<file path="src/rtl/seg7_pkg.sv">
// Shared 7-segment definitions: active-low {a..g} patterns for hex digits 0-F,
// the blank and dash patterns, and the decode result type.
package seg7_pkg;

  localparam logic [6:0] SEG7_0 = 7'b0000001;
  localparam logic [6:0] SEG7_1 = 7'b1001111;
  localparam logic [6:0] SEG7_2 = 7'b0010010;
  localparam logic [6:0] SEG7_3 = 7'b0000110;
  localparam logic [6:0] SEG7_4 = 7'b1001100;
  localparam logic [6:0] SEG7_5 = 7'b0100100;
  localparam logic [6:0] SEG7_6 = 7'b0100000;
  localparam logic [6:0] SEG7_7 = 7'b0001111;
  localparam logic [6:0] SEG7_8 = 7'b0000000;
  localparam logic [6:0] SEG7_9 = 7'b0000100;
  localparam logic [6:0] SEG7_A = 7'b0001000;
  localparam logic [6:0] SEG7_B = 7'b1100000;
  localparam logic [6:0] SEG7_C = 7'b0110001;
  localparam logic [6:0] SEG7_D = 7'b1000010;
  localparam logic [6:0] SEG7_E = 7'b0110000;
  localparam logic [6:0] SEG7_F = 7'b0111000;

  localparam logic [6:0] SEG7_BLANK = 7'b1111111;
  localparam logic [6:0] SEG7_DASH  = 7'b1111110;

  typedef struct packed {
    logic [3:0] nibble;
    logic       blank;
    logic       err;
  } seg7_decode_t;

endpackage

</file>
<file path="src/rtl/seg7_pattern_decoder.sv">
// Combinational inverse of the hex-to-7-segment encoder; unknown patterns
// (dash included) flag err, the all-off pattern flags blank.
module seg7_pattern_decoder
  import seg7_pkg::*;
(
  input  logic [6:0]   seg,
  output seg7_decode_t result
);

  always_comb begin
    result = '{nibble: 4'h0, blank: 1'b0, err: 1'b0};
    case (seg)
      SEG7_0:     result.nibble = 4'h0;
      SEG7_1:     result.nibble = 4'h1;
      SEG7_2:     result.nibble = 4'h2;
      SEG7_3:     result.nibble = 4'h3;
      SEG7_4:     result.nibble = 4'h4;
      SEG7_5:     result.nibble = 4'h5;
      SEG7_6:     result.nibble = 4'h6;
      SEG7_7:     result.nibble = 4'h7;
      SEG7_8:     result.nibble = 4'h8;
      SEG7_9:     result.nibble = 4'h9;
      SEG7_A:     result.nibble = 4'hA;
      SEG7_B:     result.nibble = 4'hB;
      SEG7_C:     result.nibble = 4'hC;
      SEG7_D:     result.nibble = 4'hD;
      SEG7_E:     result.nibble = 4'hE;
      SEG7_F:     result.nibble = 4'hF;
      SEG7_BLANK: result.blank  = 1'b1;
      default:    result.err    = 1'b1;
    endcase
  end

endmodule

</file>
<file path="src/rtl/seg7_display_capture.sv">
// Snoops a multiplexed active-low 7-segment bus and rebuilds the displayed hex frame.
// Optional decimal-point capture is enabled by defining SEG7_CAPTURE_DP_EN.
module seg7_display_capture
  import seg7_pkg::*;
#(
  parameter int NUM_DIGITS    = 8,
  parameter int STABLE_CYCLES = 4
) (
  input  logic                    clk,
  input  logic                    reset_n,
  input  logic [6:0]              seg,
  input  logic [NUM_DIGITS-1:0]   an,
`ifdef SEG7_CAPTURE_DP_EN
  input  logic                    dp,
  output logic [NUM_DIGITS-1:0]   dp_mask,
`endif
  output logic [4*NUM_DIGITS-1:0] value,
  output logic [NUM_DIGITS-1:0]   blank_mask,
  output logic [NUM_DIGITS-1:0]   err_mask,
  output logic                    frame_valid
);

  localparam int         IDX_W   = (NUM_DIGITS > 1) ? $clog2(NUM_DIGITS) : 1;
  localparam logic [7:0] CNT_MAX = 8'(STABLE_CYCLES - 1);

`ifdef SEG7_CAPTURE_DP_EN
  localparam int KEY_W = NUM_DIGITS + 8;
`else
  localparam int KEY_W = NUM_DIGITS + 7;
`endif

  logic [6:0]              seg_s1, seg_s2;
  logic [NUM_DIGITS-1:0]   an_s1, an_s2;
  logic [KEY_W-1:0]        key, prev_key;
  logic [7:0]              cnt, cnt_next;
  logic                    latched;
  logic                    eligible, changed, capture, frame_done;
  logic [IDX_W-1:0]        digit_idx;
  seg7_decode_t            decoded;
  logic [4*NUM_DIGITS-1:0] work_value, next_work_value;
  logic [NUM_DIGITS-1:0]   work_blank, next_work_blank;
  logic [NUM_DIGITS-1:0]   work_err, next_work_err;
  logic [NUM_DIGITS-1:0]   seen_mask, next_seen;

  always_ff @(posedge clk) begin
    if (!reset_n) begin
      seg_s1 <= '0;
      seg_s2 <= '0;
      an_s1  <= '0;
      an_s2  <= '0;
    end else begin
      seg_s1 <= seg;
      seg_s2 <= seg_s1;
      an_s1  <= an;
      an_s2  <= an_s1;
    end
  end

`ifdef SEG7_CAPTURE_DP_EN
  logic                  dp_s1, dp_s2;
  logic [NUM_DIGITS-1:0] work_dp, next_work_dp;

  always_ff @(posedge clk) begin
    if (!reset_n) begin
      dp_s1 <= 1'b0;
      dp_s2 <= 1'b0;
    end else begin
      dp_s1 <= dp;
      dp_s2 <= dp_s1;
    end
  end

  assign key = {an_s2, seg_s2, dp_s2};
`else
  assign key = {an_s2, seg_s2};
`endif

  assign eligible = $onehot(~an_s2);
  assign changed  = (key != prev_key);

  // Counter saturates at CNT_MAX; the latch keeps a long stable hold to one capture.
  always_comb begin
    cnt_next = cnt;
    if (!eligible || changed) cnt_next = '0;
    else if (cnt < CNT_MAX)   cnt_next = cnt + 8'd1;
  end

  assign capture = eligible && (cnt_next == CNT_MAX) && (changed || !latched);

  always_comb begin
    digit_idx = '0;
    for (int i = 0; i < NUM_DIGITS; i++)
      if (!an_s2[i]) digit_idx = IDX_W'(i);
  end

  seg7_pattern_decoder u_decoder (
    .seg    (seg_s2),
    .result (decoded)
  );

  always_comb begin
    next_work_value = work_value;
    next_work_blank = work_blank;
    next_work_err   = work_err;
    next_seen       = seen_mask;
    if (capture) begin
      next_work_value[4*digit_idx +: 4] = decoded.nibble;
      next_work_blank[digit_idx]        = decoded.blank;
      next_work_err[digit_idx]          = decoded.err;
      next_seen[digit_idx]              = 1'b1;
    end
  end

`ifdef SEG7_CAPTURE_DP_EN
  always_comb begin
    next_work_dp = work_dp;
    if (capture) next_work_dp[digit_idx] = ~dp_s2;
  end

  always_ff @(posedge clk) begin
    if (!reset_n) begin
      work_dp <= '0;
      dp_mask <= '0;
    end else begin
      if (capture)    work_dp <= next_work_dp;
      if (frame_done) dp_mask <= next_work_dp;
    end
  end
`endif

  assign frame_done = capture && (&next_seen);

  always_ff @(posedge clk) begin
    if (!reset_n) begin
      prev_key    <= '0;
      cnt         <= '0;
      latched     <= 1'b0;
      work_value  <= '0;
      work_blank  <= '0;
      work_err    <= '0;
      seen_mask   <= '0;
      value       <= '0;
      blank_mask  <= '0;
      err_mask    <= '0;
      frame_valid <= 1'b0;
    end else begin
      prev_key    <= key;
      cnt         <= cnt_next;
      frame_valid <= frame_done;
      if (capture)                    latched <= 1'b1;
      else if (changed || !eligible)  latched <= 1'b0;
      if (capture) begin
        work_value <= next_work_value;
        work_blank <= next_work_blank;
        work_err   <= next_work_err;
      end
      if (frame_done) begin
        value      <= next_work_value;
        blank_mask <= next_work_blank;
        err_mask   <= next_work_err;
        seen_mask  <= '0;
      end else begin
        seen_mask  <= next_seen;
      end
    end
  end

endmodule
</file>
<file path="config.mk">
export PLATFORM = sky130hd
export DESIGN_NAME = seg7_display_capture
export DESIGN_NICKNAME = d
export VERILOG_FILES = /design/src/rtl/seg7_pkg.sv /design/src/rtl/seg7_pattern_decoder.sv /design/src/rtl/seg7_display_capture.sv
export SDC_FILE = /design/constraint.sdc
export NUM_CORES = 1
export LEC_CHECK = 0
export BUFFER_PORTS_ARGS = -buffer_cell sky130_fd_sc_hd__buf_4
export CAP_MARGIN = 20
export CORE_UTILIZATION = 50
export DETAILED_ROUTE_END_ITERATION = 16
export PLACE_DENSITY = 0.68
export SYNTH_ARGS = -nofsm -noshare
export SYNTH_HDL_FRONTEND = slang
export SYNTH_SLANG_ARGS = --single-unit
</file>
<file path="constraint.sdc">
create_clock -name clk -period 9.8 [get_ports clk]
set_clock_uncertainty 0.1 [all_clocks]
set_input_delay 0.49 -clock clk [delete_from_list [all_inputs] [get_ports clk]]
set_output_delay 0.49 -clock clk [all_outputs]
set_load 0.05 [all_outputs]
</file>
### Yosys cells after proc, flatten, opt, wreduce, memory -nomap -nowiden

Index checks and enable logic that the tools add are counted.

| operators by class | value |
|---|---|
| add/subtract/negate cells | 9 |
| order comparisons | 3 |
| equal/unequal tests | 19 |
| shifts and indexed selects | 2 |
| mux-type cells | 23 |
| bitwise operators | 3 |
| reduce and logical (&&, ||, !) cells | 13 |

Operators with widths:

| operator | number |
|---|---|
| 4-bit case mux with 15 select lines | 1 |
| 8-bit 2-to-1 mux | 5 |
| 7-bit by 6-bit equality test with 1-bit output, second input constant | 5 |
| 7-bit equality test, second input constant | 5 |
| 5-bit negation with 34-bit output | 1 |
| 4-bit by 34-bit variable shift with 32-bit output, first input constant | 1 |
| 4-bit by 34-bit indexed part select with 32-bit output | 1 |
| 32-bit bitwise mux | 1 |
| 32-bit 2-to-1 mux | 1 |
| 3-bit 2-to-1 mux | 6 |
| 17-bit OR reduction | 1 |
| 8-bit bitwise mux | 2 |
| 15-bit != test | 1 |
| 7-bit by 3-bit equality test with 1-bit output, second input constant | 2 |
| 7-bit by 4-bit equality test with 1-bit output, second input constant | 2 |
| 1-bit by 1-bit adder with 2-bit output | 4 |
| 8-bit by 1-bit adder with 8-bit output, second input constant | 1 |
| 8-bit by 2-bit equality test with 1-bit output, second input constant | 1 |
| 8-bit by 2-bit < comparator with 1-bit output, second input constant | 1 |
| 8-bit inverter | 1 |
| 8-bit bitwise OR | 1 |
| 8-bit AND reduction | 1 |
| 7-bit by 1-bit equality test with 1-bit output, second input constant | 1 |
| 7-bit by 5-bit equality test with 1-bit output, second input constant | 1 |
| other kinds (14) | 25 |

| storage, ports and cells | value |
|---|---|
| register bits | 159 |
| bits of input ports | 17 |
| output and inout port bits | 49 |
| word-level logic and storage cells | 87 |

### Logic depth before layout (Yosys ltp)

| logic depth | value |
|---|---|
| depth after elaboration | 16 |
| depth in mapped cells | 16 |
| gate-level depth less buffers | 14 |

### By module

Synthesis repeated with hierarchy kept, for this count alone.

| second synthesis, totals | value |
|---|---|
| cells, all modules | 685 |
| area, all modules | 6,710.2 µm² |

By module, submodules not included:

| module | times used | cells each | area an instance (µm²) | seq. area each (µm²) |
|---|---|---|---|---|
| seg7_display_capture | 1 | 639 | 6,334.8 | 3,183.1 |
| seg7_pattern_decoder | 1 | 46 | 375.4 | 0.0 |

### Worst setup path after synthesis

Ideal clock, no wire load.

| timing path | value |
|---|---|
| path kind | reg-to-reg |
| start | register an_s2[1] |
| end | register value[1] |
| setup time | 0.121 ns |
| data arrival time | 4.414 ns |
| data required time | 9.579 ns |
| path slack | 5.165 ns |
| stages on the path, launching flop included | 17 |
| buffers on the path | 2 |
| period minus slack after synthesis | 4.635 ns |
| cell sequence | dfxtp_1 -> fa_1 -> inv_1 -> fa_1 -> fa_1 -> ha_1 -> inv_1 -> fa_1 -> a211oi_1 -> mux2i_1 -> or3_1 -> or3_1 -> buf_2 -> or4_4 -> buf_6 -> mux2i_1 -> o21ai_1 |

| between the ends | value |
|---|---|
| word-level cells in the longest chain between the ends | 15 |
| elaborated cells on any way between the ends | 34 |
| those cells by class | add/sub: 4; order compare: 2; eq/ne: 3; shift: 2; mux: 13; bitwise: 2; reduce/logical: 8 |

RTL lines:

| what | RTL line | text |
|---|---|---|
| start, declared | seg7_display_capture.sv:33 | `logic [NUM_DIGITS-1:0] an_s1, an_s2;` |
| start signal, assigned | seg7_display_capture.sv:55 | `an_s2 <= an_s1;` |
| parallel branches: the longest is 15 deep, another holds 3-bit by 3-bit adder with 4-bit output | - |  |
| end signal, assigned | seg7_display_capture.sv:158 | `value <= next_work_value;` |
| end, declared | seg7_display_capture.sv:17 | `output logic [4*NUM_DIGITS-1:0] value,` |

Several ways; the timed one is not identified.
A chain may end at the register's enable or synchronous reset.

### Worst setup path in the final report

Ends and elaborated chain as after synthesis.

==> results_dict.tcl <==
set metrics [dict create \
    status "completed" \
    path_cells "fa_1 -> inv_1 -> fa_1 -> fa_1 -> ha_1 -> inv_1 -> fa_1 -> a211oi_1 -> mux2i_1 -> or3_1 -> or3_1 -> or4_4 -> mux2i_1 -> o21ai_1" \
    cts-resized-gates 0 \
    synth_area_leader_cell "dfxtp_1" \
    power.switching_mw 0.299 \
    synth_fa_ha_area_share_pct 2.89 \
    min_period_ps 5000 \
    htree_levels 4 \
    io_pins 66 \
    total_power_mw 1.39 \
    yosys-top-cells-area "dfxtp_1, and2_1, nor2_1" \
    synth-xor-area-share_pct 2.39 \
    intPower_mw 1.09 \
    numPlacedInstances 869 \
    drt-vias-per-instance 5.40 \
    wire_per_inst_um 15.8 \
    yosysSeqAreaShare_pct 51.1 \
    synthCells 676 \
    ys_ff_latch 159 \
    syn_area_mm2 0.00623 \
    crit_slowest_cell "or4_4" \
    nNetsFinal 749 \
    dp_hpwl_um 9790 \
    worst_setup_path_end_kind "flop" \
    path_class "reg2reg" \
    netSwitchingFraction_pct 21.5 \
    ant_nets 0 \
    die-area_mm2 0.0129 \
    post_cts_buffers 0 \
    holdBufCountCts 0 \
    tns_ps 0 \
    drt-initial-drc-count 311 \
    rsz0062_at_grt "false" \
    clk_latency_ps 420 \
    ys_warn_count 0 \
    die_x_um 114 \
    cts_made_buffers 17 \
    path_buf_inv 2 \
    synth-simple-area-share_pct 21.5 \
    cts_tree "yes" \
    rows 40 \
    routabilityCongestion 0.893 \
    setup_ws_ps 4800 \
    synth_area_per_cell_um2 9.22 \
    synth_common_cells "dfxtp_1, nor2_1, o21ai_0, and2_1, a21oi_1" \
    yosysTopAreaCellShare_pct 51.1 \
    tightestPinTransition_ps 943 \
    core_area_mm2 0.0121 \
    worstPathArrival_ps 5210 \
    initial_core_util_pct 51.6 \
    synthMuxAreaShare_pct 5.64 \
    ys_dominant_reg_cell "dfxtp_1" \
    routed_wl_um 14200 \
    antenna_found_initial 0 \
    grt_pass1_wl_um 23200 \
    synthToLayoutAreaGrowth_pct 18.4 \
    numClockSinks 159 \
    hp-class "in2reg" \
    cp_common_cell "fa_1" \
    setup_viol 0 \
    fmax_ghz 0.200 \
    p_leak_nw 3.06 \
    async_reset_ff_share_pct 0 \
    drive_gt1_share_pct 15.7 \
    max_stage_delay_ps 590 \
    synth.most_common_cell "dfxtp_1" \
    dr.pass1.iters 6 \
    path_max_fanout 8 \
    cts-root-buf "clkbuf_16" \
    p_clk_share_pct 47.7 \
    max_slew_margin_pct 36.5 \
    irDropWorstVdd_mv 0.110 \
    slew_viol_final 0 \
    num_antenna_cells 0 \
    pre_cts_ws_ps 4830 \
    drt_drc_violations_left 0 \
    start_kind "flop" \
    grt-ovfl-total 0 \
    p_per_area_mw_per_mm2 188 \
    clockBufferDepth 2 \
    grt_max_degree 95 \
    critPathRequiredTime_ps 10010 \
    grt_pass1_vias 4563 \
    syn_nets 705 \
    hold_viol 0 \
    grt_usage_pct 23.4 \
    crit_family "adder cells" \
    fin_cells 901 \
    reg2reg_slack_ps 4800 \
    power_frac_comb_pct 4.6 \
    sequentialPowerShare_pct 47.6 \
    synth_compound_area_share_pct 11.9 \
    synth_edf_count 0 \
    cap_violations 0 \
    synth_top_family_by_area "simple AND/OR/NAND/NOR gates" \
    period_share_pct 51.0 \
    clk_pin_slew_ps 60 \
    die_h_um 114 \
    port_buffers 65 \
    nFillCells 1066 \
    synth_cell_types 51 \
    via_count 4867 \
]
[path summary, 6_finish.rpt]
kind,start,cells after the start,to
worst max-delay path,an_s2[1]$_SDFF_PN0_,14,value[1]$_SDFFE_PN0P_
worst max register to register,an_s2[1]$_SDFF_PN0_,14,value[1]$_SDFFE_PN0P_
worst min register to register,an_s1[7]$_SDFF_PN0_,1,an_s2[7]$_SDFF_PN0_
worst min-delay path,seg[0],2,seg_s1[0]$_SDFF_PN0_
[metal layers]
metal,vias to the layer above,track usage [%],wire length [um]
met4,0,9.65,301
li1,2415,-,-
met5,-,0,0
met2,139,38.2,6640
met3,21,5.79,712
met1,2292,29.5,6550
[sequential cells by signal, summed over array words and instances, names as in the netlist, 7 cells and up]
name        count
err_mask        8
blank_mask      8
an_s2           8
an_s1           8
seg_s2          7
prev_key       15
work_err        8
seen_mask       8
work_blank      8
value          32
work_value     32
cnt             8
seg_s1          7
[power by group through the flow]
stage	sequential, mW	combinational (mW)	clock (mW)
after floorplan	0.671	0.0469	0
after global placement	0.676	0.0622	0
after detailed placement	0.676	0.0627	0
after CTS	0.662	0.0635	0.674
after global routing	0.663	0.0715	0.707
final	0.662	0.0644	0.663
[worst reg2reg max path, cell delays in order (launching register included)]
cell	delay, ps
dfxtp_1	520
fa_1	470
inv_1	80
fa_1	420
fa_1	510
ha_1	170
inv_1	50
fa_1	390
a211oi_1	190
mux2i_1	140
or3_1	400
or3_1	520
or4_4	590
mux2i_1	240
o21ai_1	100
[cell families (layout without fill, tap and decap cells)]
kind of cell / Yosys count / after routing
AND/OR/NAND/NOR: 256 / 256
XOR/XNOR: 17 / 17
adder cells (fa/ha/maj): 12 / 12
flip-flops: 159 / 159
AO/OA/AOI/OAI: 128 / 128
multiplexers: 34 / 34
buffers and inverters: 70 / 127
[per-stage QoR]
stage	area (um^2)	util [%]	hold slack, ps
after floorplan	6230	-	312
after global placement	6780	56.2	314
after detailed placement	6780	56.2	319
after CTS	7370	61.1	160
after global routing	7370	61.1	160
final	7370	61.1	170
[layout by cell type (no fill, tap or decap), types with 17 or more instances in the layout]
| master | n |
|---|---|
| o21ai_0 | 51 |
| a21oi_1 | 37 |
| buf_4 | 70 |
| inv_1 | 24 |
| nand2_1 | 32 |
| mux2i_1 | 25 |
| nand3_1 | 24 |
| clkbuf_16 | 17 |
| and2_1 | 47 |
| dfxtp_1 | 159 |
| nor2_1 | 75 |
[final cells by class]
| class | count | area [um^2] | share of cell area, % |
|---|---|---|---|
| clock buffer | 21 | 460 | 6.24 |
| clock inverter | 11 | 139 | 1.88 |
| timing repair buffer | 70 | 526 | 7.13 |
| tap | 168 | 210 | 2.85 |
| multi-input combinational | 447 | 2760 | 37.5 |
| sequential | 159 | 3180 | 43.2 |
| inverter | 25 | 93.8 | 1.27 |
No activity file was read; power rests on OpenSTA's default activity.
